### config.mk
export PLATFORM = sky130hd
export DESIGN_NAME = interrupt_controller
export DESIGN_NICKNAME = d
export VERILOG_FILES = /design/src/rtl/interrupt_controller_pkg.sv /design/src/rtl/interrupt_controller_int_edge_detect.sv /design/src/rtl/interrupt_controller.sv
export SDC_FILE = /design/constraint.sdc
export NUM_CORES = 1
export LEC_CHECK = 0
export CAP_MARGIN = 30
export CELL_PAD_IN_SITES_DETAIL_PLACEMENT = 1
export CELL_PAD_IN_SITES_GLOBAL_PLACEMENT = 1
export CORE_MARGIN = 10
export CORE_UTILIZATION = 30
export CTS_BUF_LIST = sky130_fd_sc_hd__clkbuf_8
export CTS_CLUSTER_SIZE = 8
export DETAILED_ROUTE_END_ITERATION = 10
export PLACE_DENSITY = 0.66
export SLEW_MARGIN = 20
export SYNTH_ARGS = -nofsm -noshare
export SYNTH_HDL_FRONTEND = slang
export SYNTH_HIERARCHICAL = 1
export SYNTH_SLANG_ARGS = --single-unit
### constraint.sdc
create_clock -name clk -period 3.8 [get_ports clk]
set_input_delay 0.38 -clock clk [delete_from_list [all_inputs] [get_ports clk]]
set_output_delay 0.38 -clock clk [all_outputs]
set_load 0.005 [all_outputs]
### src/rtl/interrupt_controller_pkg.sv
// Shared definitions for the interrupt controller and the memory stage:
// controller state encoding and stack word index codes.
package interrupt_controller_pkg;

  typedef enum logic [3:0] {
    ST_IDLE     = 4'd0,
    ST_DRAIN    = 4'd1,
    ST_PUSH_PCH = 4'd2,
    ST_PUSH_PCL = 4'd3,
    ST_PUSH_FLG = 4'd4,
    ST_JUMP     = 4'd5,
    ST_POP_FLG  = 4'd6,
    ST_POP_PCL  = 4'd7,
    ST_POP_PCH  = 4'd8,
    ST_RESUME   = 4'd9,
    ST_LOAD     = 4'd10
  } state_t;

  // Stack word index carried on counter_value during push/pop.
  localparam logic [1:0] CV_PC_HI = 2'b00;
  localparam logic [1:0] CV_PC_LO = 2'b01;
  localparam logic [1:0] CV_FLAGS = 2'b10;

endpackage

### src/rtl/interrupt_controller_int_edge_detect.sv
// Registered rising-edge detector for the external interrupt line.
// The first cycle after reset only arms the detector, so a line that is
// already high when reset releases never looks like a new edge.
module int_edge_detect (
  input  logic clk,
  input  logic rst,
  input  logic level,
  output logic rise
);

  logic armed;
  logic level_q;

  // Track previous level and emit a one-cycle registered pulse on 0->1.
  always_ff @(posedge clk or posedge rst) begin
    if (rst) begin
      armed   <= 1'b0;
      level_q <= 1'b0;
      rise    <= 1'b0;
    end else begin
      armed   <= 1'b1;
      level_q <= level;
      rise    <= armed & level & ~level_q;
    end
  end

endmodule

### src/rtl/interrupt_controller.sv
// Interrupt entry/return sequencer: drains the pipeline, pushes PC and CCR
// to the stack and jumps to the vector on an interrupt; pops CCR and PC and
// reloads them on RTI.
//
// Strobe semantics: push and pop are single-cycle strobes; every high cycle
// is exactly one stack word, identified by counter_value (and push_data for
// pushes). The memory stage always accepts; there is no back-pressure. Pop
// data is expected on mem_data_in in the cycle after the pop strobe.
import interrupt_controller_pkg::*;

module interrupt_controller #(
  parameter int unsigned DRAIN_CYCLES = 3,
  parameter logic [31:0] INT_VECTOR   = 32'h0000_0002
) (
  input  logic        clk,
  input  logic        RESET,
  input  logic        INT,
  input  logic        rti_mem,
  input  logic [31:0] pc_in,
  input  logic [2:0]  flags_in,
  input  logic [15:0] mem_data_in,
  output logic        stall_fetch,
  output logic        flush,
  output logic        push,
  output logic        pop,
  output logic [1:0]  counter_value,
  output logic [15:0] push_data,
  output logic        pc_load,
  output logic [31:0] pc_out,
  output logic        flags_load,
  output logic [2:0]  flags_out,
  output logic        busy,
  output state_t      state_dbg
);

  localparam int CW = (DRAIN_CYCLES > 1) ? $clog2(DRAIN_CYCLES) : 1;

  state_t          state, state_d;
  logic            int_rise;
  logic            pending;
  logic [CW-1:0]   drain_cnt;
  logic [31:0]     pc_saved;
  logic [2:0]      flg_saved;
  logic [15:0]     pc_lo_rest;
  logic [2:0]      flg_rest;

  logic            stall_d, flush_d, push_d, pop_d, pc_load_d, flags_load_d, busy_d;
  logic [1:0]      cv_d;
  logic [15:0]     push_data_d;
  logic [31:0]     pc_out_d;
  logic [2:0]      flags_out_d;

  int_edge_detect u_edge (
    .clk   (clk),
    .rst   (RESET),
    .level (INT),
    .rise  (int_rise)
  );

  assign state_dbg = state;

  // Next-state selection; RTI in the memory stage beats a pending interrupt.
  always_comb begin
    state_d = state;
    case (state)
      ST_IDLE: begin
        if (rti_mem)      state_d = ST_POP_FLG;
        else if (pending) state_d = ST_DRAIN;
      end
      ST_DRAIN:    if (drain_cnt == '0) state_d = ST_PUSH_PCH;
      ST_PUSH_PCH: state_d = ST_PUSH_PCL;
      ST_PUSH_PCL: state_d = ST_PUSH_FLG;
      ST_PUSH_FLG: state_d = ST_JUMP;
      ST_JUMP:     state_d = ST_IDLE;
      ST_POP_FLG:  state_d = ST_POP_PCL;
      ST_POP_PCL:  state_d = ST_POP_PCH;
      ST_POP_PCH:  state_d = ST_RESUME;
      ST_RESUME:   state_d = ST_LOAD;
      ST_LOAD:     state_d = ST_IDLE;
      default:     state_d = ST_IDLE;
    endcase
  end

  // State, pending flag, drain counter, saved context and restored words.
  // Entering PUSH_PCH consumes the request: any edge registered while the
  // drain was running is merged into this entry.
  always_ff @(posedge clk or posedge RESET) begin
    if (RESET) begin
      state      <= ST_IDLE;
      pending    <= 1'b0;
      drain_cnt  <= '0;
      pc_saved   <= '0;
      flg_saved  <= '0;
      pc_lo_rest <= '0;
      flg_rest   <= '0;
    end else begin
      state <= state_d;
      if (state == ST_DRAIN && state_d == ST_PUSH_PCH) pending <= 1'b0;
      else if (int_rise)                                pending <= 1'b1;
      if (state == ST_IDLE && state_d == ST_DRAIN) begin
        pc_saved  <= pc_in;
        flg_saved <= flags_in;
        drain_cnt <= CW'(DRAIN_CYCLES - 1);
      end else if (state == ST_DRAIN && drain_cnt != '0) begin
        drain_cnt <= drain_cnt - 1'b1;
      end
      if (state == ST_POP_PCL) flg_rest   <= mem_data_in[2:0];
      if (state == ST_POP_PCH) pc_lo_rest <= mem_data_in;
    end
  end

  // Output values for the upcoming state; PC high is taken straight from
  // the bus on the RESUME -> LOAD edge.
  always_comb begin
    busy_d       = (state_d != ST_IDLE);
    stall_d      = busy_d;
    flush_d      = 1'b0;
    push_d       = 1'b0;
    pop_d        = 1'b0;
    cv_d         = CV_PC_HI;
    push_data_d  = '0;
    pc_load_d    = 1'b0;
    pc_out_d     = '0;
    flags_load_d = 1'b0;
    flags_out_d  = '0;
    case (state_d)
      ST_PUSH_PCH: begin push_d = 1'b1; cv_d = CV_PC_HI; push_data_d = pc_saved[31:16]; end
      ST_PUSH_PCL: begin push_d = 1'b1; cv_d = CV_PC_LO; push_data_d = pc_saved[15:0]; end
      ST_PUSH_FLG: begin push_d = 1'b1; cv_d = CV_FLAGS; push_data_d = {13'b0, flg_saved}; end
      ST_JUMP: begin
        pc_load_d = 1'b1;
        pc_out_d  = INT_VECTOR;
        flush_d   = 1'b1;
      end
      ST_POP_FLG: begin pop_d = 1'b1; cv_d = CV_FLAGS; end
      ST_POP_PCL: begin pop_d = 1'b1; cv_d = CV_PC_LO; end
      ST_POP_PCH: begin pop_d = 1'b1; cv_d = CV_PC_HI; end
      ST_LOAD: begin
        pc_load_d    = 1'b1;
        pc_out_d     = {mem_data_in, pc_lo_rest};
        flags_load_d = 1'b1;
        flags_out_d  = flg_rest;
        flush_d      = 1'b1;
      end
      default: ;
    endcase
  end

  // Output register stage.
  always_ff @(posedge clk or posedge RESET) begin
    if (RESET) begin
      stall_fetch   <= 1'b0;
      flush         <= 1'b0;
      push          <= 1'b0;
      pop           <= 1'b0;
      counter_value <= '0;
      push_data     <= '0;
      pc_load       <= 1'b0;
      pc_out        <= '0;
      flags_load    <= 1'b0;
      flags_out     <= '0;
      busy          <= 1'b0;
    end else begin
      stall_fetch   <= stall_d;
      flush         <= flush_d;
      push          <= push_d;
      pop           <= pop_d;
      counter_value <= cv_d;
      push_data     <= push_data_d;
      pc_load       <= pc_load_d;
      pc_out        <= pc_out_d;
      flags_load    <= flags_load_d;
      flags_out     <= flags_out_d;
      busy          <= busy_d;
    end
  end

endmodule

==> results.cfg <==
[drt]
vias = 2776
ant_nets = 0
first_pass_iters = 4
drtIter0Drc = 80
viasPerCell = 4.45
drc = 0
wirelength_um = 11000
wl_per_cell_um = 17.7

[clock_network]
cts_hold_buf = 0
insertion_delay_ps = 430
clock_sinks = 122
ctsResizeCount = 0
root_buffer = clkbuf_8
cts_tree = yes
numCtsBuffers = 17
post_cts_buffers = 0
clk_pin_slew_ps = 70
htreeDepth = 4
clock_path_buffers = 2

[placed_design]
portBuffers = 118
dpl.hpwl_um = 8050
place.gp.congestion = 0.724
dp_slack_ps = 1590
dp_cells = 592

[synth]
synth.area.mux_share = 0.142
synth_top_area_frac = 0.678
ys_warn_count = 6
synth-compound-area-share = 0.0519
ys_types = 37
ys_seq_elements = 122
async_flop_share = 1.00
synth-xor-area-share = 0
synth_edf_count = 0
syn_inst = 305
synth_top_family_by_area = multiplexers
yosysMostFrequentCell = dfrtp_1
syn_nets = 361
synthTopCellsByArea = dfrtp_1, mux2_2, and2_1
synthAdderAreaFrac = 0.00278
synth.top_cells.by_count = dfrtp_1, mux2_2, and2_1, a22o_1
synth_area_um2 = 4510
synthFlopType = dfrtp_1
yosys.area_share.simple = 0.0972
post_synth.cell_area_avg_um2 = 14.8
synth.yosys.seq_area_share = 0.678
synth_top_area_cell = dfrtp_1

[critical_path]
cp_max_fo = 18
cp_data_arrival_time_ps = 1910
crit_family = flip-flops
path_cells = clkdlybuf4s50_1
worstSetupEndpointType = output pin
crit_type = register to output pin
worstSetupStartpointType = register
slowest_delay_ps = 790
worstPathRequired_ps = 3420
critPathBufInv = 1
slowest_stage = dfrtp_1

[global_route]
grt-ovfl-total = 0
grt_pass1_wl_um = 17600
grt.total_usage = 0.113
grt_pass1_vias = 3237
grt_max_degree = 49
antenna_found_initial = 0

[final_layout]
nets = 483
antenna_cells = 0
drive_gt1_frac = 0.214
stdcell_count = 624
area_growth_pct = 39.4

[sta]
slew_headroom = 0.462
hold_violations = 0
setup_slack_ps = 1510
period_share = 0.603
fin_tns_setup_ps = 0
timing.fmax_mhz = 437
tightestPinTransition_ps = 804
period_minus_slack_ps = 2290
skew_ps = 13.3
slew_violations = 0
rsz0062_at_grt = no
setup_viol = 0

[floorplan]
start_util = 0.308
io-pin-count = 119
die_h_um = 143
die_w_um = 143
dieArea_um2 = 20300
core_area_um2 = 14600
rows = 44

[power]
p_per_area_nw_per_um2 = 709
p_total_mw = 4.45
p_leak_nw = 2.78
peakVddDrop_mv = 0.332

[hold_path]
hold_path_class = input pin to async pin

[run_status]
status = finished clean

[job]
max_cap_viol_count = 0
-- stage by stage --
step | hold slack, ps | util | area (um2)
after global placement | 460 | 0.400 | 5850
after detailed placement | 466 | 0.400 | 5860
final | 212 | 0.429 | 6280
after CTS | 183 | 0.429 | 6280
after floorplan | 134 | - | 4510
after global routing | 192 | 0.429 | 6280
-- final timing paths --
check	cells past startpoint	slack (ps)	to	from
worst max register to register	3	1600	push_data[15]	state_dbg[0]
worst max-delay path	1	1510	state_dbg[0]	state_dbg[0]
min in group clk	1	430	u_edge/level_q	INT
worst min-delay path	2	210	u_edge/armed	RESET
worst min register to register	1	480	flags_out[0]	flg_rest[0]
max in group asynchronous	3	2600	push_data[13]	RESET
-- sequential cells by signal, summed over array words and instances (netlist names), 2 cells and up --
name           cells
pc_lo_rest        16
drain_cnt          2
pc_out            32
pc_saved          32
state_dbg          4
flg_rest           3
flg_saved          3
push_data         16
counter_value      2
flags_out          3
-- power breakdown --
group	switching [mW]	internal, mW	total, mW
Clock	0.479	0.706	1.18
Sequential	0.296	1.75	2.04
Combinational	0.466	0.762	1.23
Total	1.24	3.21	4.45
-- layout by cell type, fill, tap and decap left out, drive strengths merged, types with 4 or more instances in the layout --
cell type      synthesis  layout
dfrtp                122     122
a22o                  13      13
nor3                   4       4
buf                   15       5
nand2b                 5       5
a21oi                  4       4
inv                    4       7
clkbuf                 5      21
mux2                  54      54
o21ai                  4       4
nor2                   8       8
clkdlybuf4s50          0     118
clkinv                 0       5
and2                  37      37
-- cells by family (layout without fill, tap and decap cells) --
logic type	count (synthesis)	after routing
multiplexers	57	57
AO/OA/AOI/OAI	31	31
adder cells (fa/ha/maj)	1	1
other	1	1
buffers and inverters	24	159
flip-flops	122	122
AND/OR/NAND/NOR	69	69
-- per-layer routing --
| metal | GRT usage | vias up | part of all wire |
|---|---|---|---|
| met1 | 0.124 | 1377 | 0.42 |
| met2 | 0.169 | 108 | 0.44 |
| li1 | - | 1281 | - |
| met5 | 0 | - | 0 |
| met4 | 0.0413 | 0 | 0.017 |
| met3 | 0.0761 | 10 | 0.12 |
-- cell type report --
| type | count | area [um2] |
|---|---|---|
| Multi-Input combinational cell | 159 | 1330 |
| Clock buffer | 21 | 289 |
| Inverter | 4 | 17.5 |
| Sequential cell | 122 | 3050 |
| Fill cell | 1517 | 8360 |
| Clock inverter | 11 | 126 |
| Tap cell | 184 | 230 |
| Timing Repair Buffer | 123 | 1230 |
No activity file was read; power rests on OpenSTA's default activity.
==> patch, RTL diff (same flow settings) <==
Register the output `state_dbg` once more; this adds one clock of latency there. The other outputs are not delayed to match.
--- a/src/rtl/interrupt_controller.sv
+++ b/src/rtl/interrupt_controller.sv
@@ -57,7 +57,9 @@
     .rise  (int_rise)
   );
 
-  assign state_dbg = state;
+  always_ff @(posedge clk) begin
+    state_dbg <= state;
+  end
 
   // Next-state selection; RTI in the memory stage beats a pending interrupt.
   always_comb begin
Check against the original RTL: not equivalent (Yosys sat finds a counterexample within 4 cycles, from zero or initial values and one cycle with RESET high).
==> patch against the original RTL <==
- global-route usage grew 0.21 points
- sequential cell count grew 4
- final area grew 1.4%
- setup slack gained 0.24 ns
- first-iteration DRC count grew 51%
- power shrank 3.3%
- synthesized area grew 2.4%
- routed wire length grew 2.4%
==> patch: results (changes against the original RTL) <==
\begin{tabular}{lr}
\hline
Metric & Value \\
\hline
\multicolumn{2}{l}{\textbf{Logic synthesis}} \\
\quad Most numerous cell types in the synthesized netlist & sky130\_fd\_sc\_hd\_\_dfrtp\_1, sky130\_fd\_sc\_hd\_\_nand2\_1, sky130\_fd\_sc\_hd\_\_and2\_1, sky130\_fd\_sc\_hd\_\_mux2\_2, sky130\_fd\_sc\_hd\_\_a22o\_1 \\
\quad Synth Area in XOR/XNOR & 0.190\% (+0.19 points) \\
\quad Gate count of the mapped netlist & 385 (+26\%) \\
\quad Post-synth ARST share & 96.8\% (-3.2 points) \\
\quad Adder and majority cell fraction of the synthesized area & 0.271\% (-0.0064 points) \\
\quad Portion of netlist area occupied by mux cells & 5.53\% (-8.6 points) \\
\quad Proportion of synthesized chip area in sequential cells & 67.9\% (+0.17 points) \\
\quad Distinct cells, synth & 36 (-2.7\%) \\
\quad Compound-gate portion of the synthesized area & 4.45\% (-0.74 points) \\
\quad Top area cells in the synthesized netlist & sky130\_fd\_sc\_hd\_\_dfrtp\_1, sky130\_fd\_sc\_hd\_\_nand2\_1, sky130\_fd\_sc\_hd\_\_and2\_1 \\
\multicolumn{2}{l}{\textbf{Global route}} \\
\quad Antenna violations before repair & 0 (unchanged) \\
\quad Wire length of the first global-routing pass & 18300 microns (+4.4\%) \\
\quad Maximum number of pins on one net before global-route repair & 61 (+24\%) \\
\quad GRT Util Overall & 11.5\% (+0.21 points) \\
\quad Via count of the first global-routing pass & 3516 (+8.6\%) \\
\multicolumn{2}{l}{\textbf{Route}} \\
\quad Wire length per cell & 15.9 microns (-9.9\%) \\
\quad Detail-routed via count per cell & 4.38 (-1.6\%) \\
\multicolumn{2}{l}{\textbf{Power}} \\
\quad Largest voltage drop on the vdd net & 0.000205 V (-38\%) \\
\quad Pleak & 3.00 nW (+8.1\%) \\
\multicolumn{2}{l}{\textbf{Critical path}} \\
\quad Critical path startpoint & state[3]\$\_DFF\_PP0\_ \\
\quad Maximum fanout along the worst path & 16 (-2) \\
\quad Worst Path Arrival & 2.36 ns (+0.45 ns) \\
\quad Minimum setup slack among reg-to-reg paths & 1.75 ns (+0.15 ns) \\
\multicolumn{2}{l}{\textbf{Placed design}} \\
\quad Post-detailed-placement half-perimeter wirelength & 8180 microns (+1.6\%) \\
\quad Placer congestion estimate & 0.734 (+1.3\%) \\
\quad Cell count after placement & 675 (+14\%) \\
\multicolumn{2}{l}{\textbf{STA}} \\
\quad Worst rel slew slack & 46.0\% (-0.20 points) \\
\quad Clock tree skew after final layout & 0.0132 ns (-0.0000973 ns) \\
\multicolumn{2}{l}{\textbf{Floorplan}} \\
\quad \# rows & 45 (+2.3\%) \\
\multicolumn{2}{l}{\textbf{Run status}} \\
\quad Run status & completed \\
\multicolumn{2}{l}{\textbf{Layout}} \\
\quad \# fillers & 1618 (+6.7\%) \\
\quad Final nets & 564 (+17\%) \\
\hline
\end{tabular}
[patch: worst max-delay path by stage]
stage                                       to  slack [ns]
floorplan                       busy$_DFF_PP0_        0.26
global placement       push_data[12]$_DFF_PP0_        1.79
detailed placement      push_data[2]$_DFF_PP0_        1.62
CTS                     push_data[2]$_DFF_PP0_        1.62
global route        pc_lo_rest[15]$_DFFE_PP0N_        1.60
finish              pc_lo_rest[15]$_DFFE_PP0N_        1.75
[patch: final cells by class]
| class | instances | area [sq um] | share of cell area (%) |
|---|---|---|---|
| Clock inverter | 12 | 106 | 1.67 |
| Inverter | 5 | 21.3 | 0.334 |
| Clock buffer | 20 | 275 | 4.32 |
| Tap cell | 188 | 235 | 3.69 |
| Multi-Input combinational cell | 234 | 1350 | 21.2 |
| Sequential cell | 126 | 3130 | 49.2 |
| Timing Repair Buffer | 124 | 1240 | 19.6 |
[patch: where the power goes]
group	total (W)	internal, W	switching (W)
registers	0.00204	0.00176	0.000284
clock network	0.00111	0.000618	0.000491
logic	0.00115	0.000623	0.000528
total	0.00430	0.00300	0.00130
[patch: per-stage QoR]
stage                     worst slack, ns  cell area, sq um  hold slack (ns)  power (W)
after floorplan                     0.263              4610            0.134    0.00271
after global placement               1.79              5960            0.459    0.00317
after detailed placement             1.62              5960            0.464    0.00325
after CTS                            1.62              6350            0.172    0.00438
after global routing                 1.60              6370            0.169    0.00464
final                                1.75              6370            0.208    0.00430
[patch: cell families (layout without fill, tap and decap cells)]
kind of cell,count (synthesis),in the layout
compound gates,28,28
xor+xnor,1,1
fa+ha+maj,1,1
buf+inv,25,161
flops,126,126
mux,23,23
other cells,1,1
simple gates,180,180
[patch: metal layers]
layer,track usage (%),routed length [microns],up-vias
met4,5.32,89,0
met1,13.8,5100,1519
met3,5.41,987,9
met2,17.1,5110,99
met5,0,0,-
li1,-,-,1476
[patch: worst max-delay path: stages (launching register included)]
cell and delay, ns:
sky130_fd_sc_hd__dfrtp_1 0.64, sky130_fd_sc_hd__nand2b_1 0.20, sky130_fd_sc_hd__nor3_4 0.65, sky130_fd_sc_hd__mux2_2 0.42
